[config.mk]
export PLATFORM = sky130hd
export DESIGN_NAME = trng_conditioner
export DESIGN_NICKNAME = d
export VERILOG_FILES = /design/src/rtl/trng_pkg.sv /design/src/rtl/trng_sync.sv /design/src/rtl/trng_conditioner.sv
export SDC_FILE = /design/constraint.sdc
export NUM_CORES = 1
export LEC_CHECK = 0
export CORE_MARGIN = 5
export CORE_UTILIZATION = 53
export DETAILED_ROUTE_END_ITERATION = 7
export PLACE_DENSITY = 0.88
export SYNTH_ARGS = -nofsm -noshare
export SYNTH_HDL_FRONTEND = slang
export SYNTH_SLANG_ARGS = --single-unit
[constraint.sdc]
create_clock -name clk -period 1.8 [get_ports clk]
set_input_delay 0.36 -clock clk [delete_from_list [all_inputs] [get_ports clk]]
set_output_delay 0.36 -clock clk [all_outputs]
set_load 0.01 [all_outputs]
[src/rtl/trng_pkg.sv]
// Shared constants and types for the TRNG conditioner.
// Byte width, default parameter values and the debias pair-state encoding.
package trng_pkg;

    localparam int BYTE_W = 8;
    localparam int DEF_SYNC_STAGES = 2;
    localparam int DEF_RCT_LIMIT = 32;

    typedef enum logic {
        PAIR_EMPTY,
        PAIR_HELD
    } pair_e;

endpackage

[src/rtl/trng_sync.sv]
// Parameterised-depth single-bit synchronizer with synchronous reset.
// Output is the last flop of the chain.
module trng_sync #(
    parameter int STAGES = 2
) (
    input  logic clk,
    input  logic rst,
    input  logic d,
    output logic q
);

    logic [STAGES-1:0] ff;

    always_ff @(posedge clk) begin
        if (rst) begin
            ff <= '0;
        end else begin
            ff <= {ff[STAGES-2:0], d};
        end
    end

    assign q = ff[STAGES-1];

endmodule

[src/rtl/trng_conditioner.sv]
// Raw entropy conditioner: sync, edge-detect, von Neumann debias,
// byte assembly with single-entry output holding and health checks.
module trng_conditioner
    import trng_pkg::*;
#(
    parameter int SYNC_STAGES = DEF_SYNC_STAGES,
    parameter int RCT_LIMIT = DEF_RCT_LIMIT,
    parameter int DEBIAS = 1
) (
    input  logic              clk,
    input  logic              rst,
    input  logic              en,
    input  logic              raw_bit,
    input  logic              raw_strobe,
    input  logic              clear,
    output logic [BYTE_W-1:0] data,
    output logic              valid,
    input  logic              ready,
    output logic              overflow,
    output logic              health_fail
);

    localparam int RW = $clog2(RCT_LIMIT + 1);
    localparam logic [RW-1:0] LIM = RW'(RCT_LIMIT);

    logic bit_s;
    logic strobe_s;
    logic strobe_d;
    logic evt;

    trng_sync #(.STAGES(SYNC_STAGES)) u_sync_bit (
        .clk (clk),
        .rst (rst),
        .d   (raw_bit),
        .q   (bit_s)
    );

    trng_sync #(.STAGES(SYNC_STAGES)) u_sync_strobe (
        .clk (clk),
        .rst (rst),
        .d   (raw_strobe),
        .q   (strobe_s)
    );

    always_ff @(posedge clk) begin
        if (rst) begin
            strobe_d <= 1'b0;
        end else begin
            strobe_d <= strobe_s;
        end
    end

    assign evt = en && strobe_s && !strobe_d;

    pair_e pair_q;
    pair_e pair_d;
    logic  held_q;
    logic  held_d;
    logic  emit;
    logic  emit_bit;

    always_ff @(posedge clk) begin
        if (rst) begin
            pair_q <= PAIR_EMPTY;
            held_q <= 1'b0;
        end else begin
            pair_q <= pair_d;
            held_q <= held_d;
        end
    end

    // Debias emits the first sample of a differing pair.
    always_comb begin
        pair_d   = pair_q;
        held_d   = held_q;
        emit     = 1'b0;
        emit_bit = bit_s;
        if (!en) begin
            pair_d = PAIR_EMPTY;
        end else if (evt) begin
            if (DEBIAS == 0) begin
                emit = 1'b1;
            end else begin
                unique case (pair_q)
                    PAIR_EMPTY: begin
                        pair_d = PAIR_HELD;
                        held_d = bit_s;
                    end
                    PAIR_HELD: begin
                        pair_d   = PAIR_EMPTY;
                        emit     = (held_q != bit_s);
                        emit_bit = held_q;
                    end
                endcase
            end
        end
    end

    logic [RW-1:0] rct_q;
    logic          last_q;
    logic          rep;
    logic          hf_set;

    assign rep    = (rct_q != '0) && (bit_s == last_q);
    assign hf_set = evt && rep && (rct_q >= LIM - RW'(1));

    always_ff @(posedge clk) begin
        if (rst || !en) begin
            rct_q  <= '0;
            last_q <= 1'b0;
        end else if (evt) begin
            last_q <= bit_s;
            if (!rep) begin
                rct_q <= RW'(1);
            end else if (rct_q != LIM) begin
                rct_q <= rct_q + RW'(1);
            end
        end
    end

    // Only 7 bits are stored; the 8th arrives directly as the new MSB.
    logic [BYTE_W-2:0] shreg;
    logic [2:0]        cnt;
    logic [BYTE_W-1:0] byte_new;
    logic              done;

    assign byte_new = {emit_bit, shreg};
    assign done     = emit && (cnt == 3'd7);

    always_ff @(posedge clk) begin
        if (rst || !en) begin
            shreg <= '0;
            cnt   <= '0;
        end else if (emit) begin
            shreg <= byte_new[BYTE_W-1:1];
            cnt   <= cnt + 3'd1;
        end
    end

    always_ff @(posedge clk) begin
        if (rst) begin
            data        <= '0;
            valid       <= 1'b0;
            overflow    <= 1'b0;
            health_fail <= 1'b0;
        end else begin
            if (done && (!valid || ready)) begin
                data  <= byte_new;
                valid <= 1'b1;
            end else if (valid && ready) begin
                valid <= 1'b0;
            end
            overflow    <= (done && valid && !ready) || (overflow && !clear);
            health_fail <= hf_set || (health_fail && !clear);
        end
    end

endmodule
==> qor_table.md <==
| Quantity | Reported | Unit |
|---|---|---|
| Outcome | finished, final reports clean | - |
| Root Buffer | clkbuf_4 | - |
| Number of antenna violations at the first check in global routing | 0 | - |
| Worst-path cell chain | clkdlybuf4s50_1 | - |
| Overall power after layout | 1540 | µW |
| Filler-free cell count of the finished design | 202 | - |
| Post-route setup TNS | 0 | ns |
| Via count | 1,091 | - |
| Final setup violating endpoints | 0 | - |
| Initial Util | 54.4 | % |
| Area of the multi-input gates | 707 | µm² |
| Final critical-path required period | 1.62 | ns |
| Setup repair after global routing missed its margin | no | - |
| Number of inserted filler cells in the final layout | 227 | - |
| Num rows | 19 | - |
| Static power due to leakage | 0.000695 | µW |
| Flop and latch count out of synthesis | 35 | - |
| Count of antenna diodes in the layout | 0 | - |
| Post-synthesis instance total | 148 | - |
| TritonCTS Buffers | 5 | - |
| Pin count of the biggest net entering global routing | 19 | - |
| Fmax | 615 | MHz |
| DRC | 0 | - |
| Portion of synthesized cell area occupied by the leading cell type | 47.5 | % |
| Number of routed nets with antenna violations | 0 | - |
| Cell taking the most area after synthesis | dfxtp_1 | - |
| Mapped Avg Cell Area | 9.96 | µm² |
| Core Region | 2710 | µm² |
| Cell type group with the largest total delay on the critical path | buffers and inverters | - |
| # clock sinks | 35 | - |
| Detailed Place HPWL | 2120 | µm |
| Slowest CP cell | clkdlybuf4s50_1 | - |
| Synth unique cells | 32 | - |
| Most common library cell in the layout ignoring fill and taps | dfxtp_1 | - |
| Grt ovf | 0 | - |
| Wire length of the first global-routing pass | 4870 | µm |
| Number of global-route vias before repair | 1,162 | - |
| Fin crit share | 90.3 | % |
| Worst-margin pin slew | 0.344 | ns |
| Die Footprint | 3940 | µm² |
| Top Ports | 18 | - |
| Final worst hold slack | 0.459 | ns |
| Top library cells by usage in the layout, fill and taps aside | dfxtp_1 (35), nor2_1 (26), clkdlybuf4s50_1 (17) | - |
| Clock tree from TritonCTS | done | - |
| Post-route setup slack | 0.175 | ns |
| Deepest level of the CTS H-tree | 2 | - |
| Max incr delay on CP | 0.55 | ns |
| Area growth from synthesis to layout | 20.6 | % |
| Layout cell share with drive strength beyond 1 | 10.5 | % |
| Clock slew at the register clock pins of the worst setup and hold paths | 0.11 | ns |
| Mapped Nets | 159 | - |
| Die Ht | 62.7 | µm |
| Total Nets Final | 181 | - |
| Post-Place Worst Slack | -0.0916 | ns |
| Arrival time of data at the critical path endpoint | 1.26 | ns |
| Final Slew Violations | 0 | - |
| Post-synthesis instance area | 1470 | µm² |
| Power density normalized to cell area | 864 | nW/µm² |
| Number of buffers added on ports | 17 | - |
| CTS resizes | 0 | - |
| Routability cong. | 0.741 | - |
| Critical path type | reg2out | - |
| Reported max-cap violation count | 0 | - |
| Detailed router's first-iteration violation count | 24 | - |
| Routed length per instance | 13.9 | µm |
| Clock Skew | 0.0124 | ns |
| Worst skew pair latency | 0.34 | ns |
| Required arrival time at the worst endpoint | 1.44 | ns |
| Number of warnings printed during yosys synthesis | 0 | - |
| Final Hold Viols | 0 | - |
| CTS max path bufs | 2 | - |
| Vias per Instance | 5.40 | - |
| Area taken by flip-flops and latches | 701 | µm² |
| Hold bufs inserted after CTS | 0 | - |
| DIE WIDTH | 62.7 | µm |
| Sum of buffers and inverters on the critical path | 1 | - |
| Ranking of synthesized cells by area | dfxtp_1 (48%), mux2i_1 (11%), nor2_1 (6.6%) | - |
| Total instance count after detailed placement | 194 | - |
| Hold Path Class | reg2reg | - |
| Global routing usage summed across all routing layers | 15.6 | % |
| Post-synthesis sequential area ratio | 47.5 | % |
| Slew HR | 77.0 | % |
| Startpoint types | register | - |
| 1st-pass router iterations | 4 | - |
| Type of element capturing the critical path | output pin | - |
| Max Fanout on Critical Path | 3 | - |
| Worst-case vdd ir drop | 0.000980 | V |
| Total routed wirelength | 2820 | µm |
| Setup Fix Bufs, Post-CTS | 0 | - |
-- cell families (layout without fill, tap and decap cells) --
kind of cell	Yosys count	count (layout)	share of synthesized area (%)
AO/OA/AOI/OAI	15	15	6.96
XOR/XNOR	9	9	5.35
adder cells (fa/ha/maj)	4	4	3.40
buffers and inverters	12	35	4.50
flip-flops	35	35	47.5
multiplexers	16	16	10.9
AND/OR/NAND/NOR	57	57	21.4
-- through the flow --
| step | utilization, % | instance area (µm²) |
|---|---|---|
| final | 65.6 | 1780 |
| after global routing | 65.6 | 1780 |
| after CTS | 65.6 | 1780 |
| after detailed placement | 61.7 | 1670 |
| after global placement | 61.7 | 1670 |
| after floorplan | - | 1470 |
-- layout make-up --
cell class / count / share of cell area, %
clock buffer: 5 / 2.11
clock inverter: 3 / 3.80
inverter: 5 / 1.06
multi-input combinational: 101 / 39.8
sequential: 35 / 39.4
tap: 31 / 2.18
timing repair buffer: 22 / 11.7
-- final timing paths --
kind	from	end	slack, ns	depth (start not counted)
setup reg to reg	cnt[0]$_SDFFE_PP0P_	data[3]$_SDFFE_PP0P_	0.36	6
setup / recovery	valid$_SDFFE_PP0P_	valid	0.18	1
hold / removal	u_sync_bit.ff[0]$_SDFF_PP0_	u_sync_bit.ff[1]$_SDFF_PP0_	0.46	1
hold reg to reg	u_sync_bit.ff[0]$_SDFF_PP0_	u_sync_bit.ff[1]$_SDFF_PP0_	0.46	1
-- routing by layer --
metal	wire length (µm)	global-route usage (%)	up-vias
li1	-	-	547
met4	70	9.55	0
met3	101	4.32	8
met1	1140	14.0	516
met5	0	0	-
met2	1510	30.1	20
-- cells in the mapped netlist --
master      n
a21oi_1     6
a2bb2oi_1   1
or4_1       1
a211oi_1    1
a31oi_1     1
nand2b_1    3
nand4b_1    3
or2b_1      1
nor3_1      6
o21ai_0     2
xor2_1      2
buf_4       1
nand3_1     2
buf_2       2
mux2i_1    16
a41oi_1     1
a21oi_2     1
dfxtp_1    35
nand2_1     6
clkbuf_1    2
nor4b_4     1
nor2b_1     5
nor2_1     26
nand3b_4    1
a311oi_2    1
buf_6       2
ha_1        4
inv_1       5
nor3_2      1
o21a_1      1
xnor2_1     7
and4b_1     1
-- flip-flops by register name, indices dropped and copies added (netlist names), 2 cells and up --
| register | count |
|---|---|
| u_sync_bit.ff | 2 |
| data | 8 |
| shreg | 7 |
| u_sync_strobe.ff | 2 |
| rct_q | 6 |
| cnt | 3 |
-- power breakdown --
group / internal (µW) / switching (µW) / leakage, µW
combinational: 25.3 / 25.7 / 0.000361
sequential: 780 / 5.46 / 0.000283
clock: 432 / 268 / 0.0000514
total: 1240 / 300 / 0.000695
-- worst reg2reg max path, stage by stage (launching register included) --
cell and delay, ns:
dfxtp_1 0.34, ha_1 0.20, ha_1 0.22, nand4b_1 0.12, buf_4 0.20, mux2i_1 0.22, nor2_1 0.05
(Power assumes the default switching activity.)
